<file path="src/rtl/branch_history_table.sv">
// Direct-mapped table of saturating branch counters indexed by fetch PC,
// optionally XOR-hashed with a global history register (gshare).
module branch_history_table #(
  parameter int ENTRIES = 16,
  parameter int CNT_W   = 2,
  parameter int ADDR_W  = 32,
  parameter int GHR_W   = 0,
  localparam int INDEX_W   = $clog2(ENTRIES),
  localparam int GHR_OUT_W = (GHR_W > 0) ? GHR_W : 1
) (
  input  logic                 clk,
  input  logic                 rst_n,
  input  logic                 flush,
  input  logic                 lookup_en,
  input  logic [ADDR_W-1:0]    lookup_pc,
  output logic                 predict_valid,
  output logic                 predict,
  output logic [INDEX_W-1:0]   predict_index,
  input  logic                 update_en,
  input  logic [INDEX_W-1:0]   update_index,
  input  logic                 update_taken,
  output logic [GHR_OUT_W-1:0] ghr
);

  localparam logic [CNT_W-1:0] INIT    = CNT_W'(1) << (CNT_W - 1);
  localparam logic [CNT_W-1:0] CNT_MAX = '1;

  function automatic logic [CNT_W-1:0] sat_inc(input logic [CNT_W-1:0] c);
    return (c == CNT_MAX) ? c : c + 1'b1;
  endfunction

  function automatic logic [CNT_W-1:0] sat_dec(input logic [CNT_W-1:0] c);
    return (c == '0) ? c : c - 1'b1;
  endfunction

  logic [CNT_W-1:0]   cnt [ENTRIES];
  logic [INDEX_W-1:0] ghr_ext;
  logic [CNT_W-1:0]   upd_cnt_p0;
  logic [CNT_W-1:0]   upd_val_p0;
  logic [INDEX_W-1:0] lkp_idx_p0;
  logic [CNT_W-1:0]   lkp_cnt_p0;
  logic               vld_p1;
  logic               pred_p1;
  logic [INDEX_W-1:0] idx_p1;
  logic               unused_pc;

  // Only PC[INDEX_W+1:2] selects an entry; the rest is deliberately ignored.
  assign unused_pc = ^lookup_pc;

  generate
    if (GHR_W > 0) begin : g_ghr
      logic [GHR_W-1:0] ghr_q;

      always_ff @(posedge clk or negedge rst_n) begin
        if (!rst_n) begin
          ghr_q <= '0;
        end else if (flush) begin
          ghr_q <= '0;
        end else if (update_en) begin
          if (GHR_W == 1) ghr_q <= GHR_W'(update_taken);
          else            ghr_q <= GHR_W'({ghr_q, update_taken});
        end
      end

      assign ghr     = ghr_q;
      assign ghr_ext = INDEX_W'(ghr_q);
    end else begin : g_no_ghr
      assign ghr     = '0;
      assign ghr_ext = '0;
    end
  endgenerate

  // Stage p0: index hash, counter read and same-cycle update bypass.
  always_comb begin
    upd_cnt_p0 = cnt[update_index];
    upd_val_p0 = update_taken ? sat_inc(upd_cnt_p0) : sat_dec(upd_cnt_p0);
    lkp_idx_p0 = lookup_pc[INDEX_W+1:2] ^ ghr_ext;
    lkp_cnt_p0 = (update_en && (update_index == lkp_idx_p0)) ? upd_val_p0
                                                             : cnt[lkp_idx_p0];
  end

  // Stage p1: counter writeback and registered prediction.
  always_ff @(posedge clk or negedge rst_n) begin
    if (!rst_n) begin
      for (int i = 0; i < ENTRIES; i++) cnt[i] <= INIT;
      vld_p1  <= 1'b0;
      pred_p1 <= 1'b0;
      idx_p1  <= '0;
    end else if (flush) begin
      for (int i = 0; i < ENTRIES; i++) cnt[i] <= INIT;
      vld_p1 <= 1'b0;
    end else begin
      if (update_en) cnt[update_index] <= upd_val_p0;
      vld_p1 <= lookup_en;
      if (lookup_en) begin
        pred_p1 <= lkp_cnt_p0[CNT_W-1];
        idx_p1  <= lkp_idx_p0;
      end
    end
  end

  assign predict_valid = vld_p1;
  assign predict       = pred_p1;
  assign predict_index = idx_p1;

endmodule
</file>
<file path="config.mk">
export PLATFORM = sky130hd
export DESIGN_NAME = branch_history_table
export DESIGN_NICKNAME = d
export VERILOG_FILES = /design/src/rtl/branch_history_table.sv
export SDC_FILE = /design/constraint.sdc
export NUM_CORES = 1
export LEC_CHECK = 0
export CAP_MARGIN = 20
export CORE_UTILIZATION = 40
export CTS_CLUSTER_SIZE = 28
export DETAILED_ROUTE_END_ITERATION = 8
export PLACE_DENSITY = 0.66
export SYNTH_ARGS = -nofsm -noshare
export SYNTH_HDL_FRONTEND = slang
export SYNTH_SLANG_ARGS = --single-unit
</file>
<file path="constraint.sdc">
create_clock -name clk -period 5 [get_ports clk]
set_input_delay 0.5 -clock clk [delete_from_list [all_inputs] [get_ports clk]]
set_output_delay 0.5 -clock clk [all_outputs]
set_load 0.01 [all_outputs]
</file>
==> metrics.md, run 1 <==
| Metric | Value |
|---|---|
| Vias | between 1500 and 2000 |
| Grt met2 use | a little under a third |
| Initial DRC Count | 144 |
| GR Util met1 | a little over a quarter |
| CTS tree | yes |
| Antenna fix cells | 0 |
| Share of layout cells above drive strength 1 | a little over a quarter |
| Nets | approximately 270 |
| Max Clock Freq | 0.306 GHz |
| First drt pass iteration count | 4 |
| Worst Path Required | a little over 5 ns |
| Post-CTS Hold Fix Bufs | 0 |
| Final slew viol count | 0 |
| Peak supply drop | approximately 120 uV |
| Worst Tran Pin Value | about 0.85 ns |
| Clk buf depth | 2 |
| First-pass GRT wire length | 9290 um |
| GR Util All Layers | between 10% and 20% |
| Initial antenna violation count | 0 |
| WP data arrival | ~3.4 ns |
| Total CTS buffers | 5 |
| Final-report hold violation count | 0 |
| H-tree lvl count | 2 |
| Avg WL per Cell | 17.9 um |
| Placed insts | slightly below 300 |
| Sequential area share after synthesis | between 40 and 50% |
| Delay-heaviest family, CP | buffers and inverters |
| RSZ-0062 raised after global routing | false |
| Number of max-cap violations | 0 |
| Min-delay worst type | primary input to async pin |
| Period minus WS final | approximately 3.3 ns |
| Pwr/cell area | approximately 290 mW/mm^2 |
| Vias in the first global route | ~1800 |
| Largest net degree at the start of global routing | 39 |
| Core Rows | 27 |
| Worst path cell trace | clkdlybuf4s50_1 -> mux4_2 -> a22oi_2 -> nand3_4 -> o21ai_4 -> a221oi_1 |
| Outcome | finished, final reports clean |
| Netlist cell types | 40 |
| GRT met3 Usage | 3.68% |
| Ports | 49 |
| Total Wirelength | ~5300 um |
| Setup Viol. Count Final | 0 |
| Slew margin rel. | a little over two fifths |
| DRT antenna net count | 0 |
| CP peak stage delay | a little over 1 ns |
| Worst Setup Start Kind | primary input |
| Synth warn | 0 |
| Clock Skews | a little over 0.007 ns |
| Filler instances | between 500 and 600 |
| CP bufs+invs | 1 |
| DIE HEIGHT | between 70 and 80 um |
| CP Capture Type | register |
| #FFs+latches synth | 38 |
| Leakage power | around 0.95 nW |
| Root buf cell | clkbuf_8 |
| HPWL Detailed | 3680 um |
| Starting Density | a little over two fifths |
| Syn_nets | 260 |
| Die width | approximately 79 um |
| Post-route DRC | 0 |
| GR peak layer | met2 |
| Post-CTS Setup Repair Bufs | 0 |
| Clock slew at reported path FFs | around 0.08 ns |
| Worst skew pair latency | around 0.29 ns |
| Area of the die | ~0.0062 sq mm |
| I/O Buffers | 19 |
| Clock sink count | 38 |
| Cells after synthesis | between 200 and 250 |
| Crit Path Category | primary input to register |
| PostCTS Resize Cnt | 0 |
| Final core utilization | a little under half |
| Fin cells | roughly 300 |
| Netlist Area Pre-Place | roughly 0.0024 sq mm |
| Core Box Area | about 0.0056 sq mm |
| Final GP Congestion | between 0.7 and 0.8 |
| Crit path max-delay cell type | clkdlybuf4s50_1 |
| Period utilization | about 65% |
| Area growth syn-to-layout | 12.6% |
| Crit-path max FO | 19 |
| Setup_tns | 0 ns |
| Vias per inst | between 5 and 6 |
| Avg Cell Area, Syn | ~11 sq um |
| Global route total overflow | 0 |
[registers in the layout, indices dropped and copies added (netlist names)]
| name | cells |
|---|---|
| predict | 1 |
| predict_valid | 1 |
| cnt | 32 |
| predict_index | 4 |
[cells in the mapped netlist, drive strengths merged]
cell type	number	area, sq um
and2	1	6.26
o21ai	1	16.3
dfstp	16	420
a21oi	45	236
nor3b	1	7.51
o41ai	1	8.76
and4	1	8.76
clkbuf	7	26.3
nor2	4	22.5
nand4	1	6.26
nand3	8	57.6
buf	14	109
nor3	1	5.00
dfrtp	22	551
a221oi	4	35.0
o31ai	16	160
mux4	12	282
a31oi	1	6.26
inv	5	18.8
nand2b	1	6.26
nand2	29	109
and3	1	6.26
a22oi	1	12.5
xor2	3	26.3
nor2b	4	25.0
and3b	1	8.76
mux2i	3	30.0
conb	1	3.75
xnor2	1	8.76
a211oi	12	140
[metrics by stage]
| stage | hold slack, ns | setup WS (ns) | area (sq um) | power, mW |
|---|---|---|---|---|
| global route | 0.365 | 1.52 | 2660 | 0.796 |
| finish | 0.311 | 1.74 | 2660 | 0.765 |
| CTS | 0.335 | 1.75 | 2660 | 0.772 |
| detailed placement | 0.463 | 1.45 | 2510 | 0.447 |
| global placement | 0.459 | 1.42 | 2510 | 0.445 |
| floorplan | 0.204 | 2.86 | 2360 | 0.408 |
[per-layer routing]
| layer | vias to the layer above | share of wire, % |
|---|---|---|
| met5 | - | 0 |
| li1 | 830 | - |
| met4 | 0 | 1.3 |
| met1 | 874 | 46 |
| met3 | 8 | 5.0 |
| met2 | 53 | 48 |
[cell families (layout without fill, tap and decap cells)]
logic type      Yosys count  count (layout)  share of synthesized area [%]
compound gates           81              81                           26.1
simple gates             53              53                           11.4
flops                    38              38                           41.1
buf+inv                  26              34                           6.52
mux                      15              15                           13.2
xor+xnor                  4               4                           1.48
other cells               1               1                          0.159
[cell type report]
class | count | area [sq um] | share of cell area (%)
tap | 72 | 90.1 | 3.39
multi-input combinational | 154 | 1230 | 46.5
inverter | 5 | 18.8 | 0.706
sequential | 38 | 971 | 36.5
timing repair buffer | 21 | 200 | 7.53
clock inverter | 2 | 60.1 | 2.26
clock buffer | 6 | 82.6 | 3.11
[cell usage in the layout, fill, tap and decap left out]
master	instances
nand3_4	1
a221oi_1	4
nand3_2	1
o21ai_4	1
a21oi_4	1
nand2b_1	1
nand4_1	1
a22oi_2	1
and2_1	1
and4_1	1
buf_4	2
a211oi_1	2
mux4_1	3
nor3_1	1
clkdlybuf4s50_1	18
mux2i_1	3
nand2_1	29
a21oi_1	44
nor2_1	3
buf_2	1
nor2b_1	4
xnor2_1	1
a31oi_1	1
nor2_4	1
dfstp_2	16
inv_1	5
and3_1	1
dfrtp_1	22
and3b_1	1
conb_1	1
a211oi_2	10
nor3b_1	1
bufinv_16	2
o41ai_1	1
nand3_1	6
xor2_1	3
o31ai_2	8
mux4_2	9
o31ai_1	8
clkbuf_8	6
[final timing paths]
check | from | endpoint | slack [ns] | cells past startpoint
setup / recovery | update_index[0] | cnt[0] | 1.74 | 6
hold / removal | rst_n | predict_index[2] | 0.31 | 1
setup reg to reg | cnt[25] | cnt[0] | 2.73 | 5
hold reg to reg | predict_index[2] | predict_index[2] | 0.47 | 2
max in group asynchronous | rst_n | cnt[16] | 4.15 | 1
min in group clk | predict_index[2] | predict_index[2] | 0.47 | 2
[report_power, final]
| part | leakage [nW] | internal (mW) | switching [mW] |
|---|---|---|---|
| combinational | 0.411 | 0.0439 | 0.0701 |
| clock | 0.0714 | 0.213 | 0.111 |
| sequential | 0.464 | 0.321 | 0.00614 |
(Power assumes the default switching activity.)
==> run 2, diff against run 1 <==
- clock period: 5 -> 3.2 ns (I/O delays scaled with it)
==> run 2 against run 1 <==
Compared with the run above: die area is the same; worst hold slack lost 0.18 ns; sequential share of layout area shrank 0.26 points; wire length shrank 2.3%; non-clock buffer count grew 7; via count shrank 0.96%; count of clock-buffer cells in the layout shrank 1; total power grew 44%; cell count grew 2.3%; first-iteration DRC count shrank 13%; clock power grew 24%; sequential power grew 56%.
==> metrics.md, run 2 (same netlist as run 1, synthesis figures left out) <==
| Metric | Value |
|---|---|
| Slew margin rel. | 43.7% (+0.43 points) |
| Clock Skews | 0.00770 ns (+0.000629 ns) |
| Largest net degree at the start of global routing | 39 (unchanged) |
| Nets | 274 (+2.6%) |
| Vias | 1748 (-0.96%) |
| First drt pass iteration count | 4 (unchanged) |
| Worst skew pair latency | 0.29 ns (about the same) |
| CP Launch Point | update_index[0] |
| Worst Setup Start Kind | primary input |
| RSZ-0062 raised after global routing | false |
| Clk buf depth | 2 (unchanged) |
| Reg area | 971 sq um (unchanged) |
| Period utilization | approximately three quarters |
| Leakage power | 0.967 nW (+2.2%) |
| Crit-path max FO | 16 (-3) |
| Area growth syn-to-layout | 13.4% |
| Commonest cells after routing, fill and taps aside | 44 x a21oi_1, 29 x nand2_1, 22 x dfrtp_1 |
| Root buf cell | clkbuf_8 |
| Core Box Area | 0.00561 sq mm (unchanged) |
| WP data arrival | 2.63 ns (-0.78 ns) |
| Clock sink count | 38 (unchanged) |
| Avg WL per Cell | 17.1 um (-4.6%) |
| Vias per inst | 5.73 (-3.2%) |
| Min-delay worst type | primary input to async pin |
| Setup Viol. Count Final | 0 (unchanged) |
| Pwr/cell area | 411 mW/mm^2 (+43%) |
| Vias in the first global route | 1734 (-3.1%) |
| I/O Buffers | 19 (unchanged) |
| Register with the most flip-flops | cnt |
| Commonest non-fill, non-tap cell in the layout | a21oi_1 |
| PostCTS Resize Cnt | 0 (unchanged) |
| Area of the die | 0.00621 sq mm (unchanged) |
| GR Util All Layers | 19.2% (-0.31 points) |
| Post-CTS Setup Repair Bufs | 0 (unchanged) |
| Final-report hold violation count | 0 (unchanged) |
| Ports | 49 (unchanged) |
| Max reg flops | 32 (unchanged) |
| Filler instances | 540 (+0.93%) |
| Initial DRC Count | 126 (-13%) |
| Global route total overflow | 0 (unchanged) |
| Die width | 78.8 um (unchanged) |
| Peak supply drop | 224 uV (+92%) |
| Multi-input logic area | 0.00123 sq mm (unchanged) |
| Setup_tns | 0 ns (unchanged) |
| DRT antenna net count | 0 (unchanged) |
| Tot Pwr | 1.10 mW (+44%) |
| Clock slew at reported path FFs | 0.08 ns (about the same) |
| Final slew viol count | 0 (unchanged) |
| Post-route DRC | 0 (unchanged) |
| Total Wirelength | 5220 um (-2.3%) |
| Worst Tran Pin Value | 0.844 ns (-0.00648 ns) |
| CP Capture Type | register |
| Worst Path Required | 3.38 ns (-1.76 ns) |
| Total CTS buffers | 5 (unchanged) |
| DIE HEIGHT | 78.8 um (unchanged) |
| H-tree lvl count | 2 (unchanged) |
| Final GP Congestion | 0.773 (+0.52%) |
| Share of layout cells above drive strength 1 | 28.8% (+2.2 points) |
| Period minus WS final | ~2.5 ns |
| CTS tree | yes |
| Initial antenna violation count | 0 (unchanged) |
| Outcome | finished, final reports clean |
| FF-to-FF Start | cnt[28] |
| Max Clock Freq | 0.407 GHz |
| Antenna fix cells | 0 (unchanged) |
| Crit Path Category | primary input to register |
| First-pass GRT wire length | 9200 um (-0.89%) |
| Number of max-cap violations | 0 (unchanged) |
| HPWL Detailed | 3710 um (+0.76%) |
| Starting Density | 42.1% (unchanged) |
| Core Rows | 27 (unchanged) |
| Post-CTS Hold Fix Bufs | 0 (unchanged) |
## run 2: critical path: stages
cell             delay [ns]
clkdlybuf4s50_1        0.45
buf_4                  0.25
mux4_1                 0.62
nand2_1                0.10
and4_1                 0.26
buf_4                  0.23
a21oi_1                0.09
a211oi_1               0.29
## run 2: through the flow
step	hold WS (ns)	setup WS [ns]	util, %	area [sq um]	std cells
floorplan	0.0244	1.24	-	2360	218
global placement	0.459	0.454	45.8	2570	297
detailed placement	0.462	0.432	45.8	2570	297
CTS	0.152	0.753	47.7	2680	305
global route	0.190	0.591	47.7	2680	305
finish	0.129	0.743	47.7	2680	305
## run 2: final cells by class
class,count,area share (%)
clock buffer,5,2.57
clock inverter,3,1.50
inverter,5,0.701
multi-input combinational,154,46.1
sequential,38,36.3
tap,72,3.37
timing repair buffer,28,9.44
## run 2: layer usage
metal	global-route usage, %	wire length, um	part of all wire [%]	vias up
met1	26.4	2410	46	836
li1	-	-	-	850
met4	7.78	82	1.6	0
met3	4.37	283	5.4	8
met2	29.2	2450	47	54
met5	0	0	0	-
## run 2: power by group
part	total (mW)	switching [mW]	internal [mW]
Clock	0.402	0.172	0.229
Combinational	0.186	0.110	0.0759
Sequential	0.511	0.00987	0.501
## run 2: worst paths after layout
path,end,slack (ns),cells past startpoint
worst min register to register,predict_index[2],0.47,2
min in group clk,predict_index[2],0.47,2
worst min-delay path,predict_index[0],0.13,1
worst max register to register,cnt[2],1.20,6
worst max-delay path,cnt[2],0.74,8
max in group asynchronous,cnt[6],2.54,1
==> run 3, diff against run 2 <==
- clock period: 3.2 -> 2.4 ns (I/O delays scaled with it)
==> run 3 against run 2 <==
Compared with the run above: wire length increased by 3.1%; sequential power increased by 33%; total power increased by 46%; sequential cell count unchanged; non-clock buffer count increased by 12; via count increased by 4.9%; largest power group unchanged; critical path type unchanged; combinational power increased by 55%.
==> metrics.md, run 3 (same netlist as run 1, synthesis figures left out) <==
| Metric | Value |
|---|---|
| Setup Viol. Count Final | 0 (unchanged) |
| Nets | 286 (+4.4%) |
| CP Launch Point | update_index[0] |
| Pwr/cell area | 559 mW/mm^2 (+36%) |
| End of the worst register-to-register path | cnt[2] |
| Root buf cell | clkbuf_8 |
| Period minus WS final | ~2.2 ns |
| R2R Setup Slk | 0.46 ns (-0.74 ns) |
| Area of the die | 0.00621 sq mm (unchanged) |
| Area growth syn-to-layout | 21.7% |
| GR Util All Layers | 19.2% (about the same) |
| First drt pass iteration count | 4 (unchanged) |
| Outcome | finished, final reports clean |
| DRT antenna net count | 0 (unchanged) |
| Avg WL per Cell | 17.0 um (-0.76%) |
| Commonest cells after routing, fill and taps aside | 44 x a21oi_1, 29 x nand2_1, 22 x dfrtp_1 |
| Initial DRC Count | 203 (+61%) |
| Fin cells | 317 (+3.9%) |
| Share of layout cells above drive strength 1 | 32.7% (+3.9 points) |
| FF-to-FF Start | cnt[28] |
| Peak supply drop | 218 uV (-2.7%) |
| Crit Path Category | primary input to register |
| Vias | 1833 (+4.9%) |
| Dpl ws | -0.175 ns (-0.607 ns) |
| CTS tree | yes |
| Crit path to | cnt[2] |
| Worst skew pair latency | 0.29 ns (about the same) |
| Crit-path max FO | 14 (-2) |
| Starting Density | 42.1% (unchanged) |
| Global route total overflow | 0 (unchanged) |
| Largest net degree at the start of global routing | 39 (unchanged) |
| Worst Setup Start Kind | primary input |
| Worst Tran Pin Value | 0.844 ns (-0.000215 ns) |
| Final worst slack | 0.158 ns (-0.586 ns) |
| Antenna fix cells | 0 (unchanged) |
| Die width | 78.8 um (unchanged) |
| Core Box Area | 0.00561 sq mm (unchanged) |
| Reg2Reg Depth | 6 (unchanged) |
| Number of max-cap violations | 0 (unchanged) |
| Placed insts | 309 (+4.0%) |
| Leakage power | 1.06 nW (+10%) |
| Post-route DRC | 0 (unchanged) |
| Min-delay worst type | primary input to async pin |
| Final slew viol count | 0 (unchanged) |
| Vias per inst | 5.78 (+0.89%) |
| I/O Buffers | 19 (unchanged) |
| WP data arrival | 2.43 ns (-0.20 ns) |
| Register with the most flip-flops | cnt |
| Period utilization | ~93% |
| Initial antenna violation count | 0 (unchanged) |
| Clock sink count | 38 (unchanged) |
| Max reg flops | 32 (unchanged) |
| Total Wirelength | 5390 um (+3.1%) |
| Clock slew at reported path FFs | 0.08 ns (about the same) |
| RSZ-0062 raised after global routing | false |
| Core Rows | 27 (unchanged) |
| Ports | 49 (unchanged) |
| Final GP Congestion | 0.787 (+1.9%) |
| Slew margin rel. | 43.7% (about the same) |
| First-pass GRT wire length | 9150 um (-0.60%) |
| CP Capture Type | register |
| Worst Path Required | 2.59 ns (-0.79 ns) |
| Clock Skews | 0.00947 ns (+0.00178 ns) |
| H-tree lvl count | 2 (unchanged) |
| Setup_tns | 0 ns (unchanged) |
| Final-report hold violation count | 0 (unchanged) |
| Max Clock Freq | ~0.45 GHz |
| Clk buf depth | 2 (unchanged) |
| HPWL Detailed | 3870 um (+4.5%) |
| DIE HEIGHT | 78.8 um (unchanged) |
| Total CTS buffers | 5 (unchanged) |
| Vias in the first global route | 1784 (+2.9%) |
| Commonest non-fill, non-tap cell in the layout | a21oi_1 |
| Post-CTS Hold Fix Bufs | 0 (unchanged) |
[run 3: changes by cell type in the layout (fill, tap and decap cells not counted)]
cell / before / now
clkbuf_8: 5 / 6
and4_1: 1 / 0
buf_4: 9 / 15
and4_2: 0 / 1
buf_12: 0 / 6
clkinv_2: 2 / 0
clkbuf_16: 0 / 1
[run 3: repair_timing]
action	CTS	global route
resized for setup	0	1
setup endpoints to repair	0	1
hold endpoints to repair	0	0
setup buffers	0	0
[run 3: routing by layer]
metal | up-vias | global-route usage [%] | wire length [um]
met1 | 895 | 26.7 | 2420
met4 | 0 | 6.85 | 68
met5 | - | 0 | 0
li1 | 874 | - | -
met2 | 56 | 30.5 | 2580
met3 | 8 | 2.87 | 317
[run 3: worst min path at each step]
stage	from	to	slack [ns]	cells after the start
after floorplan	rst_n	cnt[0]	-0.06	0
after global placement	rst_n	predict_index[2]	0.38	1
after CTS	rst_n	predict_index[3]	0.08	1
final	rst_n	predict_index[2]	0.05	1
after global routing	rst_n	predict_index[3]	0.13	1
after detailed placement	rst_n	predict_index[2]	0.40	1
[run 3: power by group]
| part | leakage, nW | switching, mW | total (mW) | internal [mW] |
|---|---|---|---|---|
| registers | 0.464 | 0.0127 | 0.681 | 0.669 |
| clock network | 0.0696 | 0.233 | 0.635 | 0.402 |
| logic | 0.531 | 0.154 | 0.288 | 0.134 |
| total | 1.06 | 0.400 | 1.60 | 1.20 |
[run 3: cell type report]
type                            instances  area (sq um)
Timing Repair Buffer                   40           418
Clock inverter                          1          30.0
Tap cell                               72          90.1
Sequential cell                        38           971
Fill cell                             512          2740
Clock buffer                            7           108
Inverter                                5          18.8
Multi-Input combinational cell        154          1240
[run 3: through the flow]
step	hold slack [ns]	total power, mW	util [%]	cell area (sq um)
after CTS	0.0760	1.62	51.2	2870
after floorplan	-0.0556	0.851	-	2360
after global placement	0.384	0.978	48.7	2730
final	0.0478	1.60	51.2	2870
after detailed placement	0.396	0.982	48.7	2730
after global routing	0.130	1.67	51.2	2870
[run 3: worst max-delay path, cell delays in order]
cell	delay (ns)
clkdlybuf4s50_1	0.50
buf_12	0.16
mux4_1	0.59
nand2_1	0.11
and4_2	0.28
buf_4	0.20
a21oi_1	0.08
a211oi_1	0.26
